[src/rtl/data_sampling_mv.sv]
// Majority-vote bit sampler for the UART receiver: takes 1, 3 or 5 samples of
// RX_IN centred on the mid-bit edge, votes on them and flags disagreement.
module data_sampling_mv #(
  parameter int PRESCALE_W  = 6,
  parameter int MAX_SAMPLES = 5
) (
  input  logic                  CLK,
  input  logic                  RST,
  input  logic                  data_sample_enable,
  input  logic                  RX_IN,
  input  logic [PRESCALE_W-1:0] prescale,
  input  logic [PRESCALE_W-1:0] edge_cnt,
  input  logic [1:0]            sample_mode,
  output logic                  sampled_bit,
  output logic                  sample_valid,
  output logic                  noise_err
);

  localparam int CNT_W = $clog2(MAX_SAMPLES + 1);
  localparam logic [PRESCALE_W-1:0] ZERO_P = {PRESCALE_W{1'b0}};
  localparam logic [PRESCALE_W-1:0] ONE_P  = {{(PRESCALE_W-1){1'b0}}, 1'b1};
  localparam logic [PRESCALE_W-1:0] TWO_P  = PRESCALE_W'(2'd2);
  localparam logic [PRESCALE_W-1:0] K_CAP  = PRESCALE_W'((MAX_SAMPLES - 1) / 2);
  localparam logic [CNT_W-1:0]      ZERO_C = {CNT_W{1'b0}};
  localparam logic [CNT_W-1:0]      ONE_C  = {{(CNT_W-1){1'b0}}, 1'b1};

  // Window geometry derived from the live prescale / sample_mode
  logic [PRESCALE_W-1:0] mid_s;
  logic [PRESCALE_W-1:0] hi_s;
  logic [PRESCALE_W-1:0] k_req_s;
  logic [PRESCALE_W-1:0] k_cap_s;
  logic [PRESCALE_W-1:0] k_mid_s;
  logic [PRESCALE_W-1:0] k_s;
  logic [PRESCALE_W-1:0] s_s;
  logic [PRESCALE_W-1:0] e_s;
  logic                  legal_s;

  // Geometry selected for the current cycle (latched once a window is open)
  logic [PRESCALE_W-1:0] cur_s_s;
  logic [PRESCALE_W-1:0] cur_e_s;
  logic [CNT_W-1:0]      cur_k_s;
  logic [CNT_W-1:0]      cur_n_s;

  logic [CNT_W-1:0]      rx_c_s;
  logic [CNT_W-1:0]      total_s;
  logic                  fire_s;

  logic                  open_q, open_d;
  logic [CNT_W-1:0]      ones_q, ones_d;
  logic [CNT_W-1:0]      seen_q, seen_d;
  logic [PRESCALE_W-1:0] s_q, s_d;
  logic [PRESCALE_W-1:0] e_q, e_d;
  logic [CNT_W-1:0]      k_q, k_d;
  logic [CNT_W-1:0]      n_q, n_d;
  logic                  bit_q, bit_d;
  logic                  valid_q, valid_d;
  logic                  noise_q, noise_d;

  // Half-width k clamped so the window stays inside 0..prescale-1
  always_comb begin
    mid_s   = prescale >> 1'b1;
    hi_s    = prescale - ONE_P - mid_s;
    legal_s = (prescale != ZERO_P);
    case (sample_mode)
      2'b00:   k_req_s = ZERO_P;
      2'b01:   k_req_s = ONE_P;
      2'b10:   k_req_s = TWO_P;
      default: k_req_s = ONE_P;
    endcase
    k_cap_s = (k_req_s > K_CAP) ? K_CAP : k_req_s;
    k_mid_s = (mid_s < k_cap_s) ? mid_s : k_cap_s;
    k_s     = (hi_s < k_mid_s) ? hi_s : k_mid_s;
    s_s     = mid_s - k_s;
    e_s     = mid_s + k_s;
  end

  // Once open, a window ignores later prescale / mode changes
  always_comb begin
    if (open_q) begin
      cur_s_s = s_q;
      cur_e_s = e_q;
      cur_k_s = k_q;
      cur_n_s = n_q;
    end else begin
      cur_s_s = s_s;
      cur_e_s = e_s;
      cur_k_s = CNT_W'(k_s);
      cur_n_s = CNT_W'(k_s) + CNT_W'(k_s) + ONE_C;
    end
  end

  // Sample accumulation and the vote on the closing edge
  always_comb begin
    open_d  = open_q;
    ones_d  = ones_q;
    seen_d  = seen_q;
    s_d     = s_q;
    e_d     = e_q;
    k_d     = k_q;
    n_d     = n_q;
    bit_d   = bit_q;
    noise_d = noise_q;
    valid_d = 1'b0;
    rx_c_s  = {{(CNT_W-1){1'b0}}, RX_IN};
    total_s = ones_q + rx_c_s;
    fire_s  = 1'b0;

    if (!data_sample_enable) begin
      open_d = 1'b0;
      ones_d = ZERO_C;
      seen_d = ZERO_C;
    end else if (!open_q && !legal_s) begin
      open_d = 1'b0;
    end else if (edge_cnt == cur_s_s) begin
      if (cur_s_s == cur_e_s) begin
        total_s = rx_c_s;
        fire_s  = 1'b1;
      end else begin
        open_d = 1'b1;
        s_d    = cur_s_s;
        e_d    = cur_e_s;
        k_d    = cur_k_s;
        n_d    = cur_n_s;
        ones_d = rx_c_s;
        seen_d = ONE_C;
      end
    end else if (open_q && (edge_cnt == cur_e_s)) begin
      fire_s = 1'b1;
    end else if (open_q && (edge_cnt > cur_s_s) && (edge_cnt < cur_e_s)) begin
      ones_d = ones_q + rx_c_s;
      seen_d = seen_q + ONE_C;
    end else begin
      open_d = open_q;
    end

    if (fire_s) begin
      bit_d   = (total_s > cur_k_s);
      noise_d = (total_s != ZERO_C) && (total_s != cur_n_s);
      valid_d = 1'b1;
      open_d  = 1'b0;
      ones_d  = ZERO_C;
      seen_d  = ZERO_C;
    end else begin
      valid_d = 1'b0;
    end
  end

  // State and output registers; line idles high out of reset
  always_ff @(posedge CLK or posedge RST) begin
    if (RST) begin
      open_q  <= 1'b0;
      ones_q  <= ZERO_C;
      seen_q  <= ZERO_C;
      s_q     <= ZERO_P;
      e_q     <= ZERO_P;
      k_q     <= ZERO_C;
      n_q     <= ZERO_C;
      bit_q   <= 1'b1;
      valid_q <= 1'b0;
      noise_q <= 1'b0;
    end else begin
      open_q  <= open_d;
      ones_q  <= ones_d;
      seen_q  <= seen_d;
      s_q     <= s_d;
      e_q     <= e_d;
      k_q     <= k_d;
      n_q     <= n_d;
      bit_q   <= bit_d;
      valid_q <= valid_d;
      noise_q <= noise_d;
    end
  end

  assign sampled_bit  = bit_q;
  assign sample_valid = valid_q;
  assign noise_err    = noise_q;

endmodule

[config.mk]
export PLATFORM = sky130hd
export DESIGN_NAME = data_sampling_mv
export DESIGN_NICKNAME = d
export VERILOG_FILES = /design/src/rtl/data_sampling_mv.sv
export SDC_FILE = /design/constraint.sdc
export NUM_CORES = 1
export LEC_CHECK = 0
export CORE_UTILIZATION = 56
export CTS_CLUSTER_DIAMETER = 30
export CTS_CLUSTER_SIZE = 16
export DETAILED_ROUTE_END_ITERATION = 8
export PLACE_DENSITY = 0.77
export RECOVER_POWER = 100
export SLEW_MARGIN = 20
export SYNTH_ARGS = -nofsm -noshare
export SYNTH_HDL_FRONTEND = slang
export SYNTH_SLANG_ARGS = --single-unit
export TNS_END_PERCENT = 20
[constraint.sdc]
create_clock -name CLK -period 10.2 [get_ports CLK]
set_input_delay 1.53 -clock CLK [delete_from_list [all_inputs] [get_ports CLK]]
set_output_delay 1.53 -clock CLK [all_outputs]
set_load 0.01 [all_outputs]
==> results.py, run 1 <==
metrics = {
    "run_status": {
        "status": "completed",
    },
    "synth": {
        "synth_edf_count": 0,
        "async_flop_share_pct": 100,
        "synthMuxAreaShare_pct": 4.61,
        "synth_top_family_by_area": "compound AO/OA/AOI/OAI gates",
        "syn-instance-count": 321,
        "yosysMostFrequentCell": "ha_1",
        "synth-xor-area-share_pct": 5.75,
        "yosys.area_share.adder_pct": 20.9,
        "syn_nets": 383,
        "synth_simple_gate_area_share_pct": 17.4,
        "synth_area_mm2": 0.00274,
        "synth_compound_area_share_pct": 22.1,
        "post-synth-top-area-cell": "dfrtp_1",
        "yosysSeqAreaShare_pct": 22.8,
        "synth_seq_cells": 25,
        "yosys.area.top_type_share_pct": 21.9,
        "synthTopCellsByCount": "ha_1, nand2_1, inv_1",
        "synth_area_leaders": "dfrtp_1, ha_1, xnor2_1, nand2_1, inv_1",
        "avgSynthCellArea_um2": 8.55,
        "ys_types": 66,
        "ys.warnings.count": 0,
        "ys.flop_type": "dfrtp_1",
    },
    "setup_path": {
        "required_ps": 10410,
        "cpPeakStageDelay_ps": 720,
        "start_kind": "input port",
        "crit_slowest_cell": "dlygate4sd3_1",
        "crit_family": "compound AO/OA/AOI/OAI gates",
        "path_class": "in2reg",
        "endpoint_kind": "register",
        "crit_path_frequent_cell": "ha_1",
        "cp_max_fo": 8,
        "worstRegToRegCells": 15,
        "crit_arrival_ps": 9020,
        "crit_buf_inv": 4,
        "path_depth": 29,
    },
    "timing": {
        "max_freq_ghz": 0.113,
        "setup_viol": 0,
        "worst_slew_pin_slew_ps": 1150,
        "slew_headroom_pct": 23.2,
        "min_period_ps": 8820,
        "slew_viol_final": 0,
        "setup_slack_ps": 1380,
        "skew_ps": 11.6,
        "fin_crit_sh_pct": 86.4,
        "rsz0062_at_grt": "no",
        "hold_viol": 0,
        "finalSetupTns_ps": 0,
    },
    "global_routing": {
        "antenna_found_initial": 0,
        "grt_use_total_pct": 24.9,
        "grt_pass1_wl_um": 10200,
        "grt_start_max_net_pins": 30,
        "grt_pass1_vias": 2233,
        "grt_remaining_overflow": 0,
    },
    "clock_network": {
        "numCtsBuffers": 3,
        "clock_path_buffers": 2,
        "clkTransAtPathRegs_ps": 100,
        "post_cts_buffers": 0,
        "clock_latency_ps": 270,
        "cts_tree": "yes",
        "h-tree-depth": 1,
        "root_buffer": "clkbuf_8",
        "post_cts_resized": 0,
        "holdBufCountCts": 0,
        "cts_sinks": 25,
    },
    "detailed_routing": {
        "drtIter0Drc": 170,
        "drt-total-wl_um": 5980,
        "via_count": 2354,
        "ant_nets": 0,
        "dr.pass1.iters": 4,
        "via_per_inst": 5.81,
        "drc": 0,
        "wl_per_cell_um": 14.8,
    },
    "run": {
        "cap_violations": 0,
    },
    "floorplan": {
        "rows": 25,
        "die_h_um": 72,
        "dieArea_mm2": 0.00518,
        "die_w_um": 72,
        "ioPinCount": 21,
        "start_util_pct": 58.1,
        "core_area_mm2": 0.00472,
    },
    "power_and_ir_drop": {
        "leakage_nw": 1.43,
        "powerDensity_mw_per_mm2": 165,
        "vdd_drop_max_mv": 0.131,
        "p_total_w": 0.000497,
    },
    "place": {
        "dpl_cell_area_mm2": 0.00298,
        "pre_cts_slack_ps": 1730,
        "gp_congestion": 0.909,
        "port-buffer-count": 20,
        "hpwlAfterDp_um": 4750,
    },
    "worst_hold_path": {
        "holdPathStages": 2,
        "min_path_type": "reg2reg",
    },
    "finish": {
        "diodes": 0,
        "nets": 401,
        "syn_to_final_growth_pct": 9.44,
        "fillers": 425,
        "fin_area_mm2": 0.00300,
        "drive_above_1_share_pct": 5.03,
    },
}
## logic make-up (layout without fill, tap and decap cells)
family | count (synthesis) | after routing
and+or+nand+nor | 93 | 93
DFF | 25 | 25
AOI/OAI and AO/OA | 88 | 88
buffers and inverters | 40 | 57
muxes | 12 | 12
adders and majority gates | 44 | 44
other | 1 | 1
xor gates and xnor gates | 18 | 18
## area by class of cell
cell class	instances	area, µm²	share of cell area, %
Inverter	32	120	4.00
Multi-Input combinational cell	256	1920	64.0
Clock buffer	3	41.3	1.38
Timing Repair Buffer	21	204	6.79
Clock inverter	1	5.00	0.167
Tap cell	67	83.8	2.79
Sequential cell	25	627	20.9
## flip-flops by register name, summed over array words and instances, names as in the netlist
register / flops
k_q: 3
n_q: 3
sample_valid: 1
ones_q: 3
open_q: 1
e_q: 6
sampled_bit: 1
noise_err: 1
s_q: 6
## cells in the final DEF, fill, tap and decap left out, types with 2 or more instances in the layout
cell type	instances
nand2b_1	4
dlygate4sd3_1	6
o2111a_1	2
a31oi_1	4
xnor2_1	14
a21oi_1	18
a21o_1	4
inv_1	30
dfrtp_1	24
and2_0	2
o221ai_1	3
nand3_1	8
nor3_1	4
nand2_1	32
o21a_1	2
mux2i_1	7
and2_1	2
and3_1	5
a211o_1	4
clkdlybuf4s50_1	14
o21ai_1	6
o21ai_0	20
o22ai_1	4
xor2_1	4
nor2b_1	4
o211ai_1	2
ha_1	41
o31a_1	2
fa_1	3
nand4_1	2
nor2_1	18
clkbuf_8	3
or3b_1	2
mux2_2	4
a32oi_1	3
## per-stage QoR
step	utilization (%)	hold WS (ps)	cells
detailed placement	63.2	465	401
global placement	63.2	456	401
CTS	64.2	487	405
finish	63.6	481	405
floorplan	-	439	321
global route	63.6	510	405
## routing by layer
| metal | vias to the layer above | track usage [%] | routed length (µm) |
|---|---|---|---|
| met1 | 1086 | 33.9 | 2880 |
| met4 | 0 | 5.66 | 119 |
| met3 | 12 | 3.89 | 321 |
| li1 | 1184 | - | - |
| met5 | - | 0 | 0 |
| met2 | 72 | 41.7 | 2660 |
## tightest hold or removal path, cell delays in order, from the launching register on
cell and delay (ps):
dfrtp_1 350, nand2_1 50, nand2_1 50
## power by group
part | internal (W) | total, W | switching (W)
Clock | 0.0000274 | 0.0000603 | 0.0000329
Sequential | 0.000127 | 0.000148 | 0.0000207
Combinational | 0.000129 | 0.000289 | 0.000160
Total | 0.000283 | 0.000497 | 0.000214
## path summary, 6_finish.rpt
| kind | startpoint | endpoint | slack [ps] |
|---|---|---|---|
| setup / recovery | prescale[1] | sampled_bit | 1380 |
| setup reg to reg | open_q | sampled_bit | 6040 |
| max in group asynchronous | RST | e_q[3] | 7970 |
| hold reg to reg | k_q[0] | k_q[0] | 480 |
| hold / removal | k_q[0] | k_q[0] | 480 |
| min in group asynchronous | RST | open_q | 1790 |
No activity file was read; power rests on OpenSTA's default activity.
==> run 2: changes to the inputs <==
Settings changed: CTS_BUF_LIST from default to sky130_fd_sc_hd__clkbuf_2 sky130_fd_sc_hd__clkbuf_4 sky130_fd_sc_hd__clkbuf_8, PLACE_DENSITY 0.77 to 0.81.
==> results.py, run 2 (synthesized netlist as in run 1, its figures left out) <==
metrics = {
    "finish": {
        "mostFrequentLayoutCells": "ha_1, nand2_1, inv_1, o21ai_0, dfrtp_1",
        "reg_top3": "e_q x6, s_q x6",
        "fillers": 410,
        "multiInputGateArea_mm2": 0.00192,
        "diodes": 0,
        "drive_above_1_share_pct": 5.03,
        "nets": 401,
        "regArea_um2": 627,
        "post-route-util_pct": 63.6,
        "layout_commonest_cell": "ha_1",
        "syn_to_final_growth_pct": 9.53,
    },
    "timing": {
        "max_freq_ghz": 0.112,
        "min_period_ps": 8900,
        "hold_viol": 0,
        "finalSetupTns_ps": 0,
        "slew_headroom_pct": 27.3,
        "skew_ps": 15.6,
        "setup_viol": 0,
        "worst_slew_pin_slew_ps": 1090,
        "rsz0062_at_grt": "no",
        "slew_viol_final": 0,
        "fin_crit_sh_pct": 87.2,
    },
    "global_routing": {
        "antenna_found_initial": 0,
        "grt_use_total_pct": 26.2,
        "grt_start_max_net_pins": 30,
        "grt_remaining_overflow": 0,
        "grt_pass1_vias": 2306,
        "grt_pass1_wl_um": 10800,
    },
    "detailed_routing": {
        "wl_per_cell_um": 15.2,
        "drtIter0Drc": 146,
        "via_count": 2418,
        "via_per_inst": 5.97,
        "ant_nets": 0,
        "drc": 0,
        "dr.pass1.iters": 4,
        "drt-total-wl_um": 6160,
    },
    "clock_network": {
        "holdBufCountCts": 0,
        "post_cts_buffers": 0,
        "numCtsBuffers": 3,
        "clock_latency_ps": 280,
        "h-tree-depth": 1,
        "cts_tree": "yes",
        "post_cts_resized": 0,
        "clkTransAtPathRegs_ps": 100,
        "root_buffer": "clkbuf_8",
        "cts_sinks": 25,
        "clock_path_buffers": 2,
    },
    "power_and_ir_drop": {
        "p_total_w": 0.000504,
        "vdd_drop_max_mv": 0.112,
        "leakage_nw": 1.43,
        "powerDensity_mw_per_mm2": 168,
    },
    "run_status": {
        "status": "completed",
    },
    "setup_path": {
        "path_class": "in2reg",
        "cp_max_fo": 8,
        "crit_path_frequent_cell": "ha_1",
        "reg2reg_slack_ps": 5820,
        "cpPeakStageDelay_ps": 740,
        "start_kind": "input port",
        "crit_arrival_ps": 9110,
        "endpoint_kind": "register",
        "crit_slowest_cell": "nor3_1",
        "required_ps": 10410,
    },
    "run": {
        "cap_violations": 0,
    },
    "floorplan": {
        "dieArea_mm2": 0.00518,
        "ioPinCount": 21,
        "die_w_um": 72,
        "start_util_pct": 58.1,
        "die_h_um": 72,
        "core_area_mm2": 0.00472,
        "rows": 25,
    },
    "worst_hold_path": {
        "min_path_type": "reg2reg",
    },
    "place": {
        "gp_congestion": 0.904,
        "port-buffer-count": 20,
        "hpwlAfterDp_um": 4860,
    },
}
==> run 2: cell type report <==
class	count	share of cell area [%]
multi-input cells	256	63.9
clock buffers	3	1.37
well taps	67	2.79
inverters	32	4.00
clock inverters	1	0.250
repair buffers	21	6.79
flip-flops and latches	25	20.9
==> run 2: metal layers <==
metal	vias up	GRT usage, %	part of all wire [%]
li1	1184	-	-
met1	1142	39.2	48
met2	81	40.6	45
met3	11	3.33	5.7
met4	0	5.66	1.4
met5	-	0	0
==> run 2: final timing paths <==
check | start | end | cells after the start
setup / recovery | prescale[1] | sampled_bit | 29
hold / removal | e_q[3] | e_q[3] | 2
setup reg to reg | open_q | sampled_bit | 15
hold reg to reg | e_q[3] | e_q[3] | 2
max in group asynchronous | RST | e_q[5] | 2
min in group asynchronous | RST | n_q[0] | 2
==> run 2: worst max-delay path, delay by kind of cell <==
family / cells / cell delay [ps]
adder cells (fa/ha/maj): 6 / 1770
multiplexers: 2 / 820
AO/OA/AOI/OAI: 9 / 2030
AND/OR/NAND/NOR: 7 / 1810
XOR/XNOR: 1 / 180
buffers and inverters: 4 / 960
==> run 2: power by group <==
group          total [W]  switching (W)  internal [W]  leakage, nW
combinational   0.000296       0.000166      0.000129         1.08
clock          0.0000614      0.0000337     0.0000277       0.0217
sequential      0.000147      0.0000196      0.000127        0.329
==> run 2: metrics by stage <==
stage	setup slack (ps)	instance area (µm²)	hold WS, ps	instances
after global routing	713	3010	515	405
after global placement	1980	2980	454	401
after detailed placement	1670	2980	467	401
final	1300	3010	482	405
after CTS	1980	3030	487	405
after floorplan	3060	2740	439	321
==> run 3: changes to the inputs <==
Settings changed: CORE_MARGIN from default to 5.
==> results.py, run 3 (synthesized netlist as in run 1, its figures left out) <==
metrics = {
    "run_status": {
        "status": "completed",
    },
    "detailed_routing": {
        "via_per_inst": 5.82,
        "top_layer": "met4",
        "drtIter0Drc": 181,
        "dr.pass1.iters": 5,
        "met2_length_um": 2910,
        "met1Wirelength_um": 2980,
        "via_count": 2358,
        "wl_per_cell_um": 15.4,
        "drc": 0,
        "drt-total-wl_um": 6250,
        "ant_nets": 0,
        "wl_met3_um": 295,
    },
    "floorplan": {
        "die_w_um": 80,
        "die_h_um": 80,
        "dieArea_mm2": 0.00640,
        "core_area_mm2": 0.00475,
        "start_util_pct": 57.7,
        "ioPinCount": 21,
        "rows": 25,
    },
    "timing": {
        "max_freq_ghz": 0.115,
        "slew_viol_final": 0,
        "setup_viol": 0,
        "slew_headroom_pct": 26.9,
        "setup_slack_ps": 1490,
        "skew_ps": 5.83,
        "worst_slew_pin_slew_ps": 1100,
        "rsz0062_at_grt": "no",
        "min_period_ps": 8710,
        "finalSetupTns_ps": 0,
        "hold_viol": 0,
        "fin_crit_sh_pct": 85.4,
    },
    "clock_network": {
        "cts_tree": "yes",
        "holdBufCountCts": 0,
        "post_cts_resized": 0,
        "post_cts_buffers": 0,
        "numCtsBuffers": 3,
        "clkTransAtPathRegs_ps": 100,
        "h-tree-depth": 1,
        "clock_path_buffers": 2,
        "cts_sinks": 25,
        "clock_latency_ps": 280,
        "root_buffer": "clkbuf_8",
    },
    "finish": {
        "diodes": 0,
        "syn_to_final_growth_pct": 9.30,
        "drive_above_1_share_pct": 4.73,
        "nets": 401,
        "mostFrequentLayoutCells": "ha_1, nand2_1, inv_1, dfrtp_1, o21ai_0",
        "layout_commonest_cell": "ha_1",
        "layoutNonFillerInstCount": 405,
        "reg_top3": "e_q x6, s_q x6",
    },
    "run": {
        "cap_violations": 0,
    },
    "power_and_ir_drop": {
        "vdd_drop_max_mv": 0.142,
        "leakage_nw": 1.43,
        "powerDensity_mw_per_mm2": 167,
    },
    "setup_path": {
        "reg2reg_slack_ps": 5970,
        "crit_arrival_ps": 8920,
        "crit_slowest_cell": "nor3_1",
        "start_kind": "input port",
        "required_ps": 10410,
        "path_class": "in2reg",
        "cp_max_fo": 8,
        "crit_path_frequent_cell": "ha_1",
        "endpoint_kind": "register",
        "crit_buf_inv": 4,
        "crit_family": "compound AO/OA/AOI/OAI gates",
        "cpPeakStageDelay_ps": 690,
    },
    "place": {
        "hpwlAfterDp_um": 4960,
        "pre_cts_slack_ps": 1770,
        "gp_congestion": 0.928,
        "port-buffer-count": 20,
        "place_inst": 401,
    },
    "worst_hold_path": {
        "min_path_type": "reg2reg",
    },
    "global_routing": {
        "grt_pass1_vias": 2223,
        "grt_remaining_overflow": 0,
        "grt_pass1_wl_um": 10400,
        "grt_start_max_net_pins": 30,
        "grt_use_total_pct": 20.5,
        "antenna_found_initial": 0,
    },
}
-- run 3: cell counts in the layout (fill, tap and decap cells not counted) --
No cell type changed its count.
-- run 3: final cells by class --
| cell class | instances | area (µm²) |
|---|---|---|
| clock inverters | 1 | 7.51 |
| well taps | 67 | 83.8 |
| fillers | 437 | 1760 |
| inverters | 32 | 120 |
| clock buffers | 3 | 41.3 |
| multi-input cells | 256 | 1920 |
| flip-flops and latches | 25 | 627 |
| repair buffers | 21 | 204 |
-- run 3: path summary, 6_finish.rpt --
kind,start,endpoint,cells after the start
setup reg to reg,open_q,sampled_bit,15
setup / recovery,prescale[2],sampled_bit,29
min in group asynchronous,RST,s_q[0],2
hold reg to reg,e_q[3],e_q[3],2
hold / removal,e_q[3],e_q[3],2
max in group asynchronous,RST,s_q[3],2
-- run 3: routing by layer --
metal / track usage [%] / up-vias
li1: - / 1183
met1: 27.7 / 1101
met2: 34.3 / 63
met3: 3.27 / 11
met4: 4.39 / 0
met5: 0 / -
-- run 3: metrics by stage --
stage	hold WS (ps)	util, %	area [µm²]	power, W
floorplan	439	-	2740	0.000372
global placement	454	62.8	2980	0.000434
detailed placement	477	62.8	2980	0.000443
CTS	501	63.8	3030	0.000510
global route	516	63.1	3000	0.000548
finish	493	63.1	3000	0.000502
-- run 3: power by group --
part | leakage (nW) | switching, W | internal [W]
Combinational | 1.08 | 0.000162 | 0.000129
Clock | 0.0217 | 0.0000358 | 0.0000278
Sequential | 0.329 | 0.0000206 | 0.000127
Total | 1.43 | 0.000218 | 0.000284
-- run 3: worst reg2reg max path: stages (launching register included) --
cell and delay, ps:
dfrtp_1 780, inv_2 390, nor2_1 180, a21oi_1 70, ha_1 310, and3_1 140
nand3_1 110, nor3_1 690, nand3_1 180, o21ai_0 300, inv_1 80, ha_1 300
a21o_1 170, a21oi_1 130, a31oi_1 50, mux2_1 290
